## config.mk

```make
export PLATFORM = sky130hd
export DESIGN_NAME = fir_mac_seq
export DESIGN_NICKNAME = d
export VERILOG_FILES = /design/src/rtl/fir_pkg.sv /design/src/rtl/fir_delay_line.sv /design/src/rtl/fir_mac_seq.sv
export SDC_FILE = /design/constraint.sdc
export NUM_CORES = 2
export LEC_CHECK = 0
export BUFFER_PORTS_ARGS = -buffer_cell sky130_fd_sc_hd__buf_2
export CORE_MARGIN = 2
export CORE_UTILIZATION = 55
export CTS_CLUSTER_DIAMETER = 60
export DETAILED_ROUTE_END_ITERATION = 8
export PLACE_DENSITY = 0.74
export SLEW_MARGIN = 20
export SYNTH_ARGS = -nofsm -noshare
export SYNTH_HDL_FRONTEND = slang
export SYNTH_HIERARCHICAL = 1
export SYNTH_SLANG_ARGS = --single-unit
```

## constraint.sdc

```tcl
create_clock -name clk_i -period 6.1 [get_ports clk_i]
set_input_delay 0.305 -clock clk_i [delete_from_list [all_inputs] [get_ports clk_i]]
set_output_delay 0.305 -clock clk_i [all_outputs]
set_load 0.005 [all_outputs]
```

## src/rtl/fir_pkg.sv

```systemverilog
// fir_pkg: shared FSM state type and arithmetic helpers for the FIR engine
package fir_pkg;
  typedef enum logic [1:0] {IDLE, RUN, FLUSH, OUT} state_t;
  function automatic int acc_width(input int dw, input int cw, input int taps);
    return dw + cw + $clog2(taps);
  endfunction
  function automatic logic signed [63:0] round_sat(input logic signed [63:0] a, input int shift, input int dw);
    logic signed [63:0] r, hi;
    r = (a + (64'sd1 <<< (shift - 1))) >>> shift;
    hi = (64'sd1 <<< (dw - 1)) - 64'sd1;
    return r > hi ? hi : r < -hi - 64'sd1 ? -hi - 64'sd1 : r;
  endfunction
endpackage

```

## src/rtl/fir_delay_line.sv

```systemverilog
// fir_delay_line: circular sample store with one write port and a registered read port
module fir_delay_line #(
  parameter int DATA_WIDTH = 16,
  parameter int TAPS = 32,
  parameter int ADDR_WIDTH = $clog2(TAPS)
) (
  input  logic                         clk,
  input  logic                         rst,
  input  logic                         wr_en,
  input  logic [ADDR_WIDTH-1:0]        wr_addr,
  input  logic signed [DATA_WIDTH-1:0] wr_data,
  input  logic [ADDR_WIDTH-1:0]        rd_addr,
  output logic signed [DATA_WIDTH-1:0] rd_data
);
  logic signed [DATA_WIDTH-1:0] mem [TAPS];
  // storage with synchronous clear so unwritten taps read as zero
  always_ff @(posedge clk) begin
    if (rst) begin
      for (int i = 0; i < TAPS; i++) mem[i] <= '0;
      rd_data <= '0;
    end else begin
      if (wr_en) mem[wr_addr] <= wr_data;
      rd_data <= mem[rd_addr];
    end
  end
endmodule

```

## src/rtl/fir_mac_seq.sv

```systemverilog
// fir_mac_seq: time-multiplexed FIR, one rounded/saturated output per accepted sample
module fir_mac_seq
  import fir_pkg::*;
#(
  parameter int DATA_WIDTH = 16,
  parameter int COEF_WIDTH = 16,
  parameter int TAPS = 32,
  parameter int ADDR_WIDTH = $clog2(TAPS),
  parameter int OUT_SHIFT = COEF_WIDTH - 1
) (
  input  logic                  clk_i,
  input  logic                  rst_i,
  input  logic [DATA_WIDTH-1:0] s_tdata_i,
  input  logic                  s_tvalid_i,
  output logic                  s_tready_o,
  output logic [DATA_WIDTH-1:0] m_tdata_o,
  output logic                  m_tvalid_o,
  input  logic                  m_tready_i,
  output logic [ADDR_WIDTH-1:0] coef_addr_o,
  input  logic [COEF_WIDTH-1:0] coef_data_i
);
  localparam int PW = DATA_WIDTH + COEF_WIDTH;
  localparam int AW = acc_width(DATA_WIDTH, COEF_WIDTH, TAPS);
  state_t state, state_n;
  logic [ADDR_WIDTH-1:0] k, base, wr_ptr;
  logic signed [DATA_WIDTH-1:0] rd_data;
  logic signed [PW-1:0] p;
  logic signed [AW-1:0] acc;
  logic rd_v, p_v, accept;
  assign s_tready_o = state == IDLE && !rst_i;
  assign accept = s_tvalid_i && s_tready_o;
  assign m_tvalid_o = state == OUT;
  assign m_tdata_o = state == OUT ? DATA_WIDTH'(round_sat(64'(acc), OUT_SHIFT, DATA_WIDTH)) : '0;
  assign coef_addr_o = k;
  fir_delay_line #(.DATA_WIDTH(DATA_WIDTH), .TAPS(TAPS), .ADDR_WIDTH(ADDR_WIDTH)) u_delay (
    .clk(clk_i),
    .rst(rst_i),
    .wr_en(accept),
    .wr_addr(wr_ptr),
    .wr_data(s_tdata_i),
    .rd_addr(base - k),
    .rd_data(rd_data)
  );
  // state register
  always_ff @(posedge clk_i) begin
    if (rst_i) state <= IDLE;
    else state <= state_n;
  end
  // next state: RUN issues TAPS addresses, FLUSH drains the two pipeline stages
  always_comb begin
    state_n = state;
    state_n = state == IDLE  ? (accept ? RUN : IDLE)
            : state == RUN   ? (k == ADDR_WIDTH'(TAPS - 1) ? FLUSH : RUN)
            : state == FLUSH ? (k[0] ? OUT : FLUSH)
            :                  (m_tready_i ? IDLE : OUT);
  end
  // tap counter, pointers and the read/multiply/accumulate pipeline
  always_ff @(posedge clk_i) begin
    if (rst_i) begin
      k <= '0;
      base <= '0;
      wr_ptr <= '0;
      rd_v <= 1'b0;
      p_v <= 1'b0;
      p <= '0;
      acc <= '0;
    end else begin
      k <= (state_n == state && (state == RUN || state == FLUSH)) ? k + ADDR_WIDTH'(1) : '0;
      base <= accept ? wr_ptr : base;
      wr_ptr <= (state == OUT && m_tready_i) ? wr_ptr + ADDR_WIDTH'(1) : wr_ptr;
      rd_v <= state == RUN;
      p_v <= rd_v;
      p <= rd_data * $signed(coef_data_i);
      acc <= accept ? '0 : p_v ? acc + AW'(p) : acc;
    end
  end
endmodule

```

==> flow_summary.json <==
{
  "finalHoldViolations": 0,
  "cts_tree": "yes",
  "cp_num_buf_inv": 6,
  "netlist_area_um2": 39300,
  "hold_class": "primary input to flop",
  "start_util_pct": 55.3,
  "ioPinCount": 59,
  "die_h_um": 271,
  "gp_congestion": 0.900,
  "clockBufferDepth": 3,
  "ys_seq_area_share_pct": 44.4,
  "grt_overflow": 0,
  "p_per_area_nw_per_um2": 459,
  "cp-startpoint": "u_delay/rd_data[9]",
  "wirelength_um": 93000,
  "num_rows": 98,
  "period_needed_ns": 5.91,
  "crit_required_ns": 6.59,
  "grt_pass1_vias": 26302,
  "vias": 24579,
  "synth_edf_count": 512,
  "max_stage_delay_ns": 0.54,
  "start_kind": "flop",
  "clkTransAtPathRegs_ns": 0.06,
  "post-route-period-util_pct": 96.9,
  "cts_made_buffers": 66,
  "initialDrtViolationCount": 2262,
  "critPathSlowestCell": "fa_1",
  "grt_pass1_wl_um": 146000,
  "synth_seq_cells": 616,
  "yosys_most_used_dff": "edfxtp_1",
  "reg2reg_from": "u_delay/rd_data[9]",
  "postSynth.asyncResetShare_pct": 0,
  "arrival_ns": 6.40,
  "nets": 3652,
  "relSlewSlack_pct": 27.2,
  "hpwl_um": 63100,
  "maxCapViolCount": 0,
  "antenna_left": 0,
  "grt_max_degree": 129,
  "port-buffer-count": 58,
  "syn2layout_area_growth_pct": 8.47,
  "cpMostUsedCell": "fa_1",
  "peakVddDrop_uv": 706,
  "clock_sinks": 616,
  "final_layout_size_suffix_gt1_share_pct": 12.3,
  "ctsHoldBuffers": 0,
  "finalSetupViolations": 0,
  "dieArea_um2": 73600,
  "worst_pin_slew_ns": 1.09,
  "fin_skew_ns": 0.0377,
  "tns_ns": 0,
  "status": "finished, final reports clean",
  "insertion_delay_ns": 0.62,
  "fmax_mhz": 169,
  "critPathMaxFanout": 16,
  "stdcell_area_um2": 42600,
  "grt_antenna_before_repair": 4,
  "hold_start": "coef_data_i[0]",
  "grtUsageTotal_pct": 25.7,
  "firstDrtPassIters": 5,
  "critical-path-top-delay-family": "adder cells",
  "root_buffer": "clkbuf_16",
  "coreArea_um2": 71100,
  "worstSetupPathType": "flop to flop",
  "wl_per_cell_um": 22.0,
  "drcViolationCount": 0,
  "syn_nets": 3636,
  "end_kind": "flop",
  "path_cells": "buf_12 -> and2_1 -> fa_1 -> inv_1 -> fa_1 -> fa_1 -> inv_1 -> fa_1 -> fa_1 -> inv_1 -> fa_1 -> inv_1 -> ha_2 -> and3_4 -> o2111ai_1 -> o21a_1 -> o211a_1 -> o31ai_2 -> buf_4 -> nand3_1 -> a31o_2",
  "fillers": 5483,
  "ys_types": 90,
  "whs_ns": 0.0643,
  "die_w_um": 271,
  "via_per_inst": 5.82,
  "drv_slew": 0,
  "netlist_instances": 3206,
  "leakage_nw": 17.2,
  "postSynthAreaPerCell_um2": 12.3,
  "h-tree-depth": 3,
  "yosysWarningCount": 6,
  "postPlaceCellArea_um2": 40300
}
==> Yosys cell counts (61+ instances only) <==
cell type	count	share of area [%]
dfxtp_1	104	5.3
fa_1	264	13
and2_1	643	10
ha_1	130	4.1
nor2_1	137	1.3
mux2i_1	90	2.3
inv_1	315	3.0
edfxtp_1	512	39
nand2_1	163	1.6
clkbuf_1	131	1.3
o21ai_0	61	0.78
mux4_2	73	4.2
==> report_power, final <==
part	switching [mW]	internal (mW)
Sequential	0.149	4.87
Combinational	6.04	4.50
Clock	1.68	2.31
Total	7.87	11.7
==> through the flow <==
step	total power, mW	setup WS [ns]	utilization [%]	cells
finish	19.5	0.190	59.9	4221
detailed placement	15.1	-0.114	56.7	4103
CTS	19.1	0.0388	59.8	4219
floorplan	11.9	0.164	-	3206
global placement	14.8	0.0121	56.7	4103
global route	21.0	-0.0288	59.9	4221
==> registers in the layout, indices dropped and copies added, names as in the netlist <==
| register | flops |
|---|---|
| state | 2 |
| acc | 37 |
| rd_v | 1 |
| u_delay/rd_data | 16 |
| coef_addr_o | 5 |
| p_v | 1 |
| wr_ptr | 5 |
| p | 32 |
| u_delay/mem | 512 |
| base | 5 |
==> worst reg2reg max path: stages, from the launching register on <==
cell and delay [ns]:
dfxtp_1 0.33, buf_12 0.16, and2_1 0.18, fa_1 0.54
inv_1 0.06, fa_1 0.46, fa_1 0.54, inv_1 0.06
fa_1 0.46, fa_1 0.54, inv_1 0.06, fa_1 0.48
inv_1 0.04, ha_2 0.38, and3_4 0.21, o2111ai_1 0.13
o21a_1 0.23, o211a_1 0.26, o31ai_2 0.22, buf_4 0.16
nand3_1 0.09, a31o_2 0.22
==> what timing repair did <==
item	CTS	global route
buffers inserted	0	1
gates resized for setup	8	27
pin swaps	0	15
setup endpoints to repair	7	10
gates cloned	0	0
==> cells in the final DEF (no fill, tap or decap), types with 13 or more instances in the layout <==
cell type,synthesis,routed
nand3_1,18,18
nor2_1,137,135
ha_1,130,125
a22oi_1,16,16
and2_1,643,643
fa_1,264,260
o21ai_0,61,59
dfxtp_1,104,91
buf_4,5,74
nand2b_1,14,14
a21o_1,40,40
or2_2,35,35
xnor2_1,52,50
a21oi_1,50,46
edfxtp_1,512,512
nand2_1,163,163
buf_2,10,57
inv_1,315,313
clkbuf_16,0,69
a221o_1,16,16
a31oi_1,28,28
clkinv_1,0,13
xor2_1,37,37
mux2i_1,90,90
mux4_1,39,39
mux4_2,73,73
==> cells by family (layout without fill, tap and decap cells) <==
kind of cell,after synthesis,count (layout),synth area share (%)
simple gates,1106,1106,15.9
flops,616,616,44.4
buf+inv,501,565,5.73
fa+ha+maj,394,394,17.6
compound gates,297,297,5.24
mux,203,203,9.11
xor+xnor,89,89,1.98
other cells,0,1,0
==> cell type report <==
class	instances	area (µm²)	share of cell area, %
Multi-Input combinational cell	2089	19700	46.2
Tap cell	950	1190	2.79
Clock buffer	81	1770	4.16
Timing Repair Buffer	133	881	2.07
Clock inverter	35	400	0.939
Sequential cell	616	17500	41.0
Inverter	316	1190	2.79
Antenna cell	1	2.50	0.00587
==> final timing paths <==
path,slack (ns),cells past startpoint,to
max,0.19,21,p[31]
min,0.06,3,p[0]
min reg2reg,0.45,1,p_v
max reg2reg,0.19,21,p[31]
==> metal layers <==
layer  GRT usage [%]  wire length, µm  vias to the layer above
li1                -                -                    10971
met1            31.8            34800                    12481
met2            45.2            48100                      913
met3            3.51             5970                      214
met4            11.2             4220                        0
met5               0                0                        -
(Power assumes the default switching activity.)
